## config.mk

```make
export PLATFORM = sky130hd
export DESIGN_NAME = mem_arbiter
export DESIGN_NICKNAME = d
export VERILOG_FILES = /design/src/rtl/mem_arbiter.sv
export SDC_FILE = /design/constraint.sdc
export NUM_CORES = 1
export LEC_CHECK = 0
export BUFFER_PORTS_ARGS = -buffer_cell sky130_fd_sc_hd__buf_2
export CAP_MARGIN = 20
export CORE_ASPECT_RATIO = 0.6
export CORE_MARGIN = 8
export CORE_UTILIZATION = 25
export CTS_BUF_LIST = sky130_fd_sc_hd__clkbuf_8
export DETAILED_ROUTE_END_ITERATION = 10
export PLACE_DENSITY = 0.61
export SETUP_SLACK_MARGIN = 0.05
export SYNTH_ARGS = -nofsm -noshare
export SYNTH_HDL_FRONTEND = slang
export SYNTH_SLANG_ARGS = --single-unit
```

## constraint.sdc

```tcl
create_clock -name clock -period 1.7 [get_ports clock]
set_input_delay 0.17 -clock clock [delete_from_list [all_inputs] [get_ports clock]]
set_output_delay 0.17 -clock clock [all_outputs]
set_load 0.01 [all_outputs]
```

## src/rtl/mem_arbiter.sv

```systemverilog
`timescale 1ns/1ps
// Shares one byte-addressable data memory between the fetch port and the load/store port.
// Optional round-robin tie-breaking is built when MEM_ARB_RR_EN is defined.
module mem_arbiter #(
    parameter int XLEN = 32
) (
    input  logic            clock,
    input  logic            reset,
    input  logic            i_req_valid,
    output logic            i_req_ready,
    input  logic [XLEN-1:0] i_req_addr,
    output logic            i_resp_valid,
    input  logic            i_resp_ready,
    output logic [XLEN-1:0] i_resp_data,
    output logic            i_resp_fault,
    input  logic            d_req_valid,
    output logic            d_req_ready,
    input  logic [XLEN-1:0] d_req_addr,
    input  logic [XLEN-1:0] d_req_wdata,
    input  logic [2:0]      d_req_width,
    input  logic            d_req_write,
    output logic            d_resp_valid,
    input  logic            d_resp_ready,
    output logic [XLEN-1:0] d_resp_data,
    output logic            d_resp_fault,
    output logic [XLEN-1:0] mem_addr,
    output logic [XLEN-1:0] mem_wdata,
    output logic [2:0]      mem_width,
    output logic            mem_write_en,
    input  logic [XLEN-1:0] mem_valM,
    input  logic            mem_fault,
    output logic [1:0]      fsm_state
);
    // Handshakes: a request transfers on a rising edge where valid and ready are both high;
    // a response is held stable from its first valid cycle until the edge where ready is high.
    typedef enum logic [1:0] {
        IDLE   = 2'd0,
        ACCESS = 2'd1,
        RESP   = 2'd2
    } state_t;

    state_t            state, state_next;
    logic              grant_d, grant_i;
    logic              d_hs, i_hs, hs;
    logic              misalign, resp_accept;
    logic              owner_d;
    logic [XLEN-1:0]   req_addr, req_wdata, resp_data;
    logic [2:0]        req_width;
    logic              req_write, resp_fault;

`ifdef MEM_ARB_RR_EN
    logic last_fetch;
    // A tie goes to the port that did not win the previous handshake.
    assign grant_d = d_req_valid & (~i_req_valid | last_fetch);

    always_ff @(posedge clock) begin
        if (reset)   last_fetch <= 1'b1;
        else if (hs) last_fetch <= i_hs;
    end
`else
    assign grant_d = d_req_valid;
`endif
    assign grant_i = i_req_valid & ~grant_d;

    assign d_hs        = d_req_valid & d_req_ready;
    assign i_hs        = i_req_valid & i_req_ready;
    assign hs          = d_hs | i_hs;
    assign misalign    = ((req_width == 3'b001) && req_addr[0]) ||
                         ((req_width == 3'b010) && (req_addr[1:0] != 2'b00));
    assign resp_accept = owner_d ? d_resp_ready : i_resp_ready;
    assign fsm_state   = state;

    always_ff @(posedge clock) begin
        if (reset) state <= IDLE;
        else       state <= state_next;
    end

    always_comb begin
        state_next = state;
        case (state)
            IDLE:    if (hs) state_next = ACCESS;
            ACCESS:  state_next = RESP;
            RESP:    if (resp_accept) state_next = IDLE;
            default: state_next = IDLE;
        endcase
    end

    always_comb begin
        i_req_ready  = 1'b0;
        d_req_ready  = 1'b0;
        i_resp_valid = 1'b0;
        d_resp_valid = 1'b0;
        mem_addr     = '0;
        mem_wdata    = '0;
        mem_width    = 3'b000;
        mem_write_en = 1'b0;
        case (state)
            IDLE: begin
                d_req_ready = grant_d & ~reset;
                i_req_ready = grant_i & ~reset;
            end
            ACCESS: begin
                mem_addr     = req_addr;
                mem_wdata    = req_wdata;
                mem_width    = req_width;
                mem_write_en = req_write & ~misalign & ~reset;
            end
            RESP: begin
                d_resp_valid = owner_d;
                i_resp_valid = ~owner_d;
            end
            default: ;
        endcase
    end

    always_ff @(posedge clock) begin
        if (reset) begin
            req_addr   <= '0;
            req_wdata  <= '0;
            req_width  <= 3'b000;
            req_write  <= 1'b0;
            owner_d    <= 1'b0;
            resp_data  <= '0;
            resp_fault <= 1'b0;
        end else begin
            if (d_hs) begin
                req_addr  <= d_req_addr;
                req_wdata <= d_req_wdata;
                req_width <= d_req_width;
                req_write <= d_req_write;
                owner_d   <= 1'b1;
            end else if (i_hs) begin
                req_addr  <= i_req_addr;
                req_wdata <= '0;
                req_width <= 3'b010;
                req_write <= 1'b0;
                owner_d   <= 1'b0;
            end
            // Faults still produce a response; the data register just follows the memory.
            if (state == ACCESS) begin
                resp_data  <= req_write ? '0 : mem_valM;
                resp_fault <= mem_fault | misalign;
            end
        end
    end

    assign i_resp_data  = resp_data;
    assign d_resp_data  = resp_data;
    assign i_resp_fault = resp_fault;
    assign d_resp_fault = resp_fault;

endmodule

```

==> results of run 1 <==
-- logic make-up after synthesis --
logic type | Yosys count
compound gates | 172
xor+xnor | 1
buf+inv | 87
flops | 104
mux | 1
simple gates | 181
-- worst max-delay path, delay by kind of cell (launching register included) --
kind          cells  cell delay, ns
simple gates      2            0.30
flops             1            0.34
buf+inv           5            0.56
-- power by group through the flow --
stage / Clock, W / Sequential, W / Combinational, W
2_1_floorplan: 0 / 0.00278 / 0.000659
3_3_place_gp: 0 / 0.00277 / 0.00112
3_5_place_dp: 0 / 0.00277 / 0.00113
4_1_cts: 0.00167 / 0.00272 / 0.00123
5_1_grt: 0.00175 / 0.00275 / 0.00136
6_report: 0.00157 / 0.00272 / 0.00124
-- timing repair --
action	4_1_cts	5_1_grt
pin swaps	1	2
setup endpoints to repair	69	69
hold buffers	44	0
setup buffers	1	6
endpoints found under the hold margin	44	0
gates resized for setup	11	11
-- worst max path at each step --
stage | cells after the start | slack (ns) | endpoint
global route | 4 | -0.13 | mem_write_en
detailed placement | 4 | 0.15 | req_wdata[26]
CTS | 6 | -0.06 | d_req_ready
floorplan | 5 | 0.22 | req_addr[10]
global placement | 4 | 0.17 | req_width[0]
finish | 7 | -0.02 | d_req_ready
-- cells in the mapped netlist, drive strengths merged, types with 2 or more instances --
master / instances
a22o: 32
dfxtp: 104
inv: 4
buf: 52
a31oi: 2
nor2: 36
nand2: 37
a21oi: 68
o21ai: 36
and2: 68
clkbuf: 30
o221a: 33
nor2b: 34
-- cell type report --
type	instances	area (um^2)
Inverter	5	21.27
Tap cell	246	307.8
Clock buffer	11	151.4
Sequential cell	104	2085
Multi-Input combinational cell	355	2241
Timing Repair Buffer	350	2215
Fill cell	1997	11870
Clock inverter	5	47.55
-- per-layer routing --
layer	vias to the layer above	global-route usage, %
li1	2405	-
met1	2197	17.37
met2	153	21.15
met3	16	5.328
met4	4	2.357
met5	-	0
-- per-stage QoR --
stage | power [W] | util (%) | hold WS [ns] | instances
final | 0.005532 | 37.33 | 0.03476 | 1076
after CTS | 0.005614 | 36.82 | 0.001170 | 1070
after global routing | 0.005859 | 37.33 | 0.006226 | 1076
after detailed placement | 0.003906 | 33.16 | 0.3841 | 1009
after floorplan | 0.003438 | - | 0.2955 | 546
after global placement | 0.003896 | 33.16 | 0.3795 | 1009
-- registers in the layout, indices dropped and copies added (netlist names) --
register and count:
d_resp_fault 1, fsm_state 2, req_write 1, owner_d 1, req_width 3, d_resp_data 32
req_wdata 32, req_addr 32
-- layout by cell type (no fill, tap or decap), drive strengths merged, types with 2 or more instances in the layout --
| master | n |
|---|---|
| a21oi | 68 |
| a22o | 32 |
| a31oi | 2 |
| and2 | 68 |
| buf | 306 |
| clkbuf | 11 |
| clkinv | 2 |
| dfxtp | 104 |
| dlygate4sd3 | 44 |
| inv | 7 |
| nand2 | 37 |
| nor2 | 36 |
| nor2b | 34 |
| o21ai | 36 |
| o221a | 33 |
==> metrics, run 1 <==
endpoints failing setup=1; post-synthesis area per instance=8.779 um^2; mux share of post-synthesis cell area=0.2088%; worst hold path stage count=3; post-route clock period utilization=101.1%; maximum number of pins on one net before global-route repair=52; maximum clock insertion buffer count=2; post-detailed-route count of antenna-violating nets=0; total congestion overflow after global routing=0; top post-synthesis cells by area=sky130_fd_sc_hd__dfxtp_1 43%, sky130_fd_sc_hd__and2_1 8.9%, sky130_fd_sc_hd__a21oi_1 7.1%; share of cells above drive strength 1=43.61%; count of flip-flops with a built-in enable after synthesis=0; slack of the worst reg-to-reg path=0.16 ns; internal power=0.003883 W; max-slew violation count=0; dominant cell type by area after synthesis=sky130_fd_sc_hd__dfxtp_1; Net Count, Synth=685; endpoint of the most critical register-to-register path=req_wdata[26]; number of violations of the max-capacitance limit=0; Clk pin slew, worst setup/hold paths=0.10 ns; dpl cell area=6279 um^2; worst stage delay on the critical path=0.34 ns; clk_lat worst skew=0.37 ns; share of the synthesized area in compound gates (AO/OA/AOI/OAI)=24.90%; Pleak=3.395 nW; Sum Neg Setup Slack=-0.01869 ns; total inserted antenna cells=0; detail-routed via count per cell=4.438; IR Drop Worst-Case VDD=0.0003325 V; clock root buffer master=sky130_fd_sc_hd__clkbuf_8; Synth Area in XOR/XNOR=0.1827%; Worst EP arrival=1.55 ns; Hold Crit Start=d_req_wdata[20]; summed instance area of the synthesized netlist=4793 um^2; clock tree from TritonCTS=built; Hold Path End=req_wdata[20]; Setup crit start kind=flip-flop; clock network fraction of total power=28.4%; routed via count=4775; number of rows created at floorplan=39; Max Clk Rate=581.8 MHz; Crit path top cell by count=sky130_fd_sc_hd__buf_6; count of final hold-check violations=0; unrepaired setup endpoints after global routing=yes; highest metal used=met5; net switching power figure=0.001649 W; amount of wire on met2 after detailed routing=7517 um; number of DRC markers in iteration 0=193; nets=964; async set-or-reset flop fraction in the synthesized netlist=0%; placeable core region=18930 um^2; global-route wire length before repair=26240 um; synthesized netlist cell count=546; source of the critical timing path=fsm_state[0]; number of iterations in the first detailed-routing pass=5; critical setup path kind=flip-flop to primary output; outcome=finished with violations; Clock H-tree levels=3; count of pins on the block boundary=279; required time of the worst setup path=1.53 ns; yosys warns=0; Min Clock Period, post-route=1.719 ns; die boundary height=123.3 um; Yosys reg bits=104; clock skew=0.01504 ns; Total Routed Length=17090 um; slew at the pin closest to its max-slew limit=0.4283 ns; class of the worst hold path=input pin to flip-flop; area growth from synthesis to final layout=47.46%; count of unresolved DRC violations after routing=0; Main synth FF type=sky130_fd_sc_hd__dfxtp_1; crit path cell chain=buf_6 -> buf_4 -> nor3_4 -> nand2_2 -> inv_4 -> buf_12 -> buf_6; Power per Cell Area=782.7 nW/um^2; Chip Width=194.8 um; worst-case setup slack after placement=0.1499 ns; Comb power frac=22.4%; post-route standard cell area excluding fillers=7068 um^2; adder and majority gate portion of the synthesized area=0%; number of antenna violations at the first check in global routing=2; crit path max fanout=8; Netlist cell types=30; Post-Route M1 WL=8118 um; sequential element share of the synthesized area=43.44%; I/O Buffers=278; per-cell routed wire length=15.88 um; PnR worst setup slack=-0.01869 ns; effective utilization at floorplan=25.32%; global placer's final weighted congestion=0.7446; endpoint kind of the worst setup timing path=primary output; clock sink total=104; HPWL after DPL=12500 um; Reg-to-Reg Start=fsm_state[1]; GRT Total Usage=13.39%; violated checks=negative setup slack; Max-slew headroom=71.45%; area of the die=24010 um^2; sequential share of power=49.3%; simple-gate area share of the yosys netlist=20.62%; sw frac=29.81%; total clock buffers created by CTS=9; Synth top area share=43.44%; number of global-route vias before repair=4743; sum of met3 wire segment lengths after detailed routing=1318 um; depth of the worst register-to-register path=4; main combinational cell family by area after synthesis=compound AO/OA/AOI/OAI gates; master of the slowest instance on the critical path=sky130_fd_sc_hd__dfxtp_2
Power figures use the tool's default switching activity.
==> inputs of run 2 (changes only) <==
--- a/config.mk
+++ b/config.mk
@@ -7,12 +7,15 @@
 export LEC_CHECK = 0
 export BUFFER_PORTS_ARGS = -buffer_cell sky130_fd_sc_hd__buf_2
 export CAP_MARGIN = 20
+export CELL_PAD_IN_SITES_DETAIL_PLACEMENT = 1
+export CELL_PAD_IN_SITES_GLOBAL_PLACEMENT = 1
 export CORE_ASPECT_RATIO = 0.6
 export CORE_MARGIN = 8
 export CORE_UTILIZATION = 25
 export CTS_BUF_LIST = sky130_fd_sc_hd__clkbuf_8
 export DETAILED_ROUTE_END_ITERATION = 10
-export PLACE_DENSITY = 0.61
+export PLACE_DENSITY = 0.78
+export RECOVER_POWER = 100
 export SETUP_SLACK_MARGIN = 0.05
 export SYNTH_ARGS = -nofsm -noshare
 export SYNTH_HDL_FRONTEND = slang
==> metrics, run 2 (synthesis gave the netlist of run 1 again) <==
count of unresolved DRC violations after routing=0; Chip Width=194.8 um; violated checks=negative setup slack; HPWL after DPL=13810 um; total area of multi-input combinational cells=2320 um^2; number of antenna violations at the first check in global routing=2; number of violations of the max-capacitance limit=0; detail-routed via count per cell=4.656; number of DRC markers in iteration 0=164; global-route met2 utilization=25.26%; area growth from synthesis to final layout=51.45%; I/O Buffers=278; slew at the pin closest to its max-slew limit=0.4271 ns; Min Clock Period, post-route=1.744 ns; worst hold margin=0.01971 ns; Reg area=2085 um^2; clk_lat worst skew=0.37 ns; clock skew=0.01353 ns; Worst EP arrival=1.57 ns; Total Routed Length=20440 um; Setup crit start kind=flip-flop; Power per Cell Area=798.0 nW/um^2; Max-slew headroom=71.53%; clock sink total=104; clock tree from TritonCTS=built; endpoints failing setup=29; unrepaired setup endpoints after global routing=yes; post-detailed-route count of antenna-violating nets=0; die boundary height=123.3 um; most frequent cells in the layout=179 x sky130_fd_sc_hd__buf_2, 102 x sky130_fd_sc_hd__dfxtp_1, 66 x sky130_fd_sc_hd__a21oi_1, 66 x sky130_fd_sc_hd__clkbuf_1, 41 x sky130_fd_sc_hd__and2_1; area of the die=24010 um^2; number of iterations in the first detailed-routing pass=4; fillcell total=2290; final total power=0.005793 W; count of pins on the block boundary=279; per-cell routed wire length=19.05 um; effective utilization at floorplan=25.32%; Clock H-tree levels=3; number of rows created at floorplan=39; Cell Count Post-Placement=1008; maximum clock insertion buffer count=2; Max Clk Rate=573.5 MHz; critical setup path kind=flip-flop to primary output; global placer's final weighted congestion=0.7380; gr busiest metal=met2; count of final hold-check violations=0; met1 Resource Use GR=19.63%; global-route wire length before repair=29570 um; Sum Neg Setup Slack=-0.2966 ns; most frequent standard cell in the layout excluding fill and tap cells=sky130_fd_sc_hd__buf_2; routed via count=4996; required time of the worst setup path=1.53 ns; GRT Total Usage=15.49%; share of cells above drive strength 1=41.16%; Finished Core Util=38.34%; maximum number of pins on one net before global-route repair=38; placeable core region=18930 um^2; post-route clock period utilization=102.6%; IR Drop Worst-Case VDD=0.0004196 V; non-filler cells in the finished layout=1073; total congestion overflow after global routing=0; PnR worst setup slack=-0.04379 ns; nets=960; crit path max fanout=7; global routing met3 resource utilization=5.409%; max-slew violation count=0; number of global-route vias before repair=5075; clock root buffer master=sky130_fd_sc_hd__clkbuf_8; Clk pin slew, worst setup/hold paths=0.11 ns; outcome=finished with violations; total clock buffers created by CTS=9; Pleak=3.218 nW; class of the worst hold path=input pin to flip-flop; endpoint kind of the worst setup timing path=primary output
-- run 2: cell count changes in the layout (fill, tap and decap cells not counted), moves of 19 or more --
cell	change
sky130_fd_sc_hd__clkbuf_1	+66
sky130_fd_sc_hd__and2_1	-27
sky130_fd_sc_hd__and2_4	+27
sky130_fd_sc_hd__buf_2	-88
sky130_fd_sc_hd__dlygate4sd3_1	-19
sky130_fd_sc_hd__buf_6	+27
-- run 2: final cells by class --
cell class	instances	area share, %
clock buffers	10	1.896
flip-flops and latches	104	28.71
clock inverters	6	0.9307
multi-input cells	355	31.95
repair buffers	346	31.97
well taps	246	4.240
diodes	1	0.03447
inverters	5	0.2585
-- run 2: critical path, cell delays in order, from the launching register on --
cell,delay [ns]
sky130_fd_sc_hd__dfxtp_2,0.35
sky130_fd_sc_hd__buf_6,0.09
sky130_fd_sc_hd__nor2b_4,0.17
sky130_fd_sc_hd__buf_8,0.16
sky130_fd_sc_hd__buf_12,0.13
sky130_fd_sc_hd__and4_1,0.18
sky130_fd_sc_hd__buf_2,0.14
-- run 2: worst paths after layout --
check	startpoint	endpoint	slack, ns	cells after the start
setup / recovery	fsm_state[0]	mem_write_en	-0.04	6
hold / removal	d_req_wdata[31]	req_wdata[31]	0.02	3
setup reg to reg	fsm_state[0]	d_resp_data[27]	0.09	9
hold reg to reg	req_wdata[23]	req_wdata[23]	0.48	2
-- run 2: what timing repair did --
action / CTS / global route
gates cloned: 4 / 3
pin swaps: 5 / 35
endpoints found under the setup margin: 71 / 81
hold buffers: 23 / 2
gates resized for setup: 38 / 62
endpoints found under the hold margin: 23 / 2
buffers inserted: 6 / 10
-- run 2: report_power, final --
part           internal, W  switching (W)
logic             0.000699       0.000701
clock network     0.000729       0.000932
registers          0.00262       0.000115
total              0.00404        0.00175
-- run 2: per-layer routing --
metal,wire length (um),share of wire [%]
met1,9347,46
met2,9447,46
met3,1329,6.5
met4,295,1.4
met5,21,0.10
-- run 2: per-stage QoR --
step	cell area, um^2	worst slack [ns]
after floorplan	4793	0.2184
after global placement	6246	0.1186
after detailed placement	6246	0.03839
after CTS	6989	-0.06468
after global routing	7257	-0.1417
final	7259	-0.04379
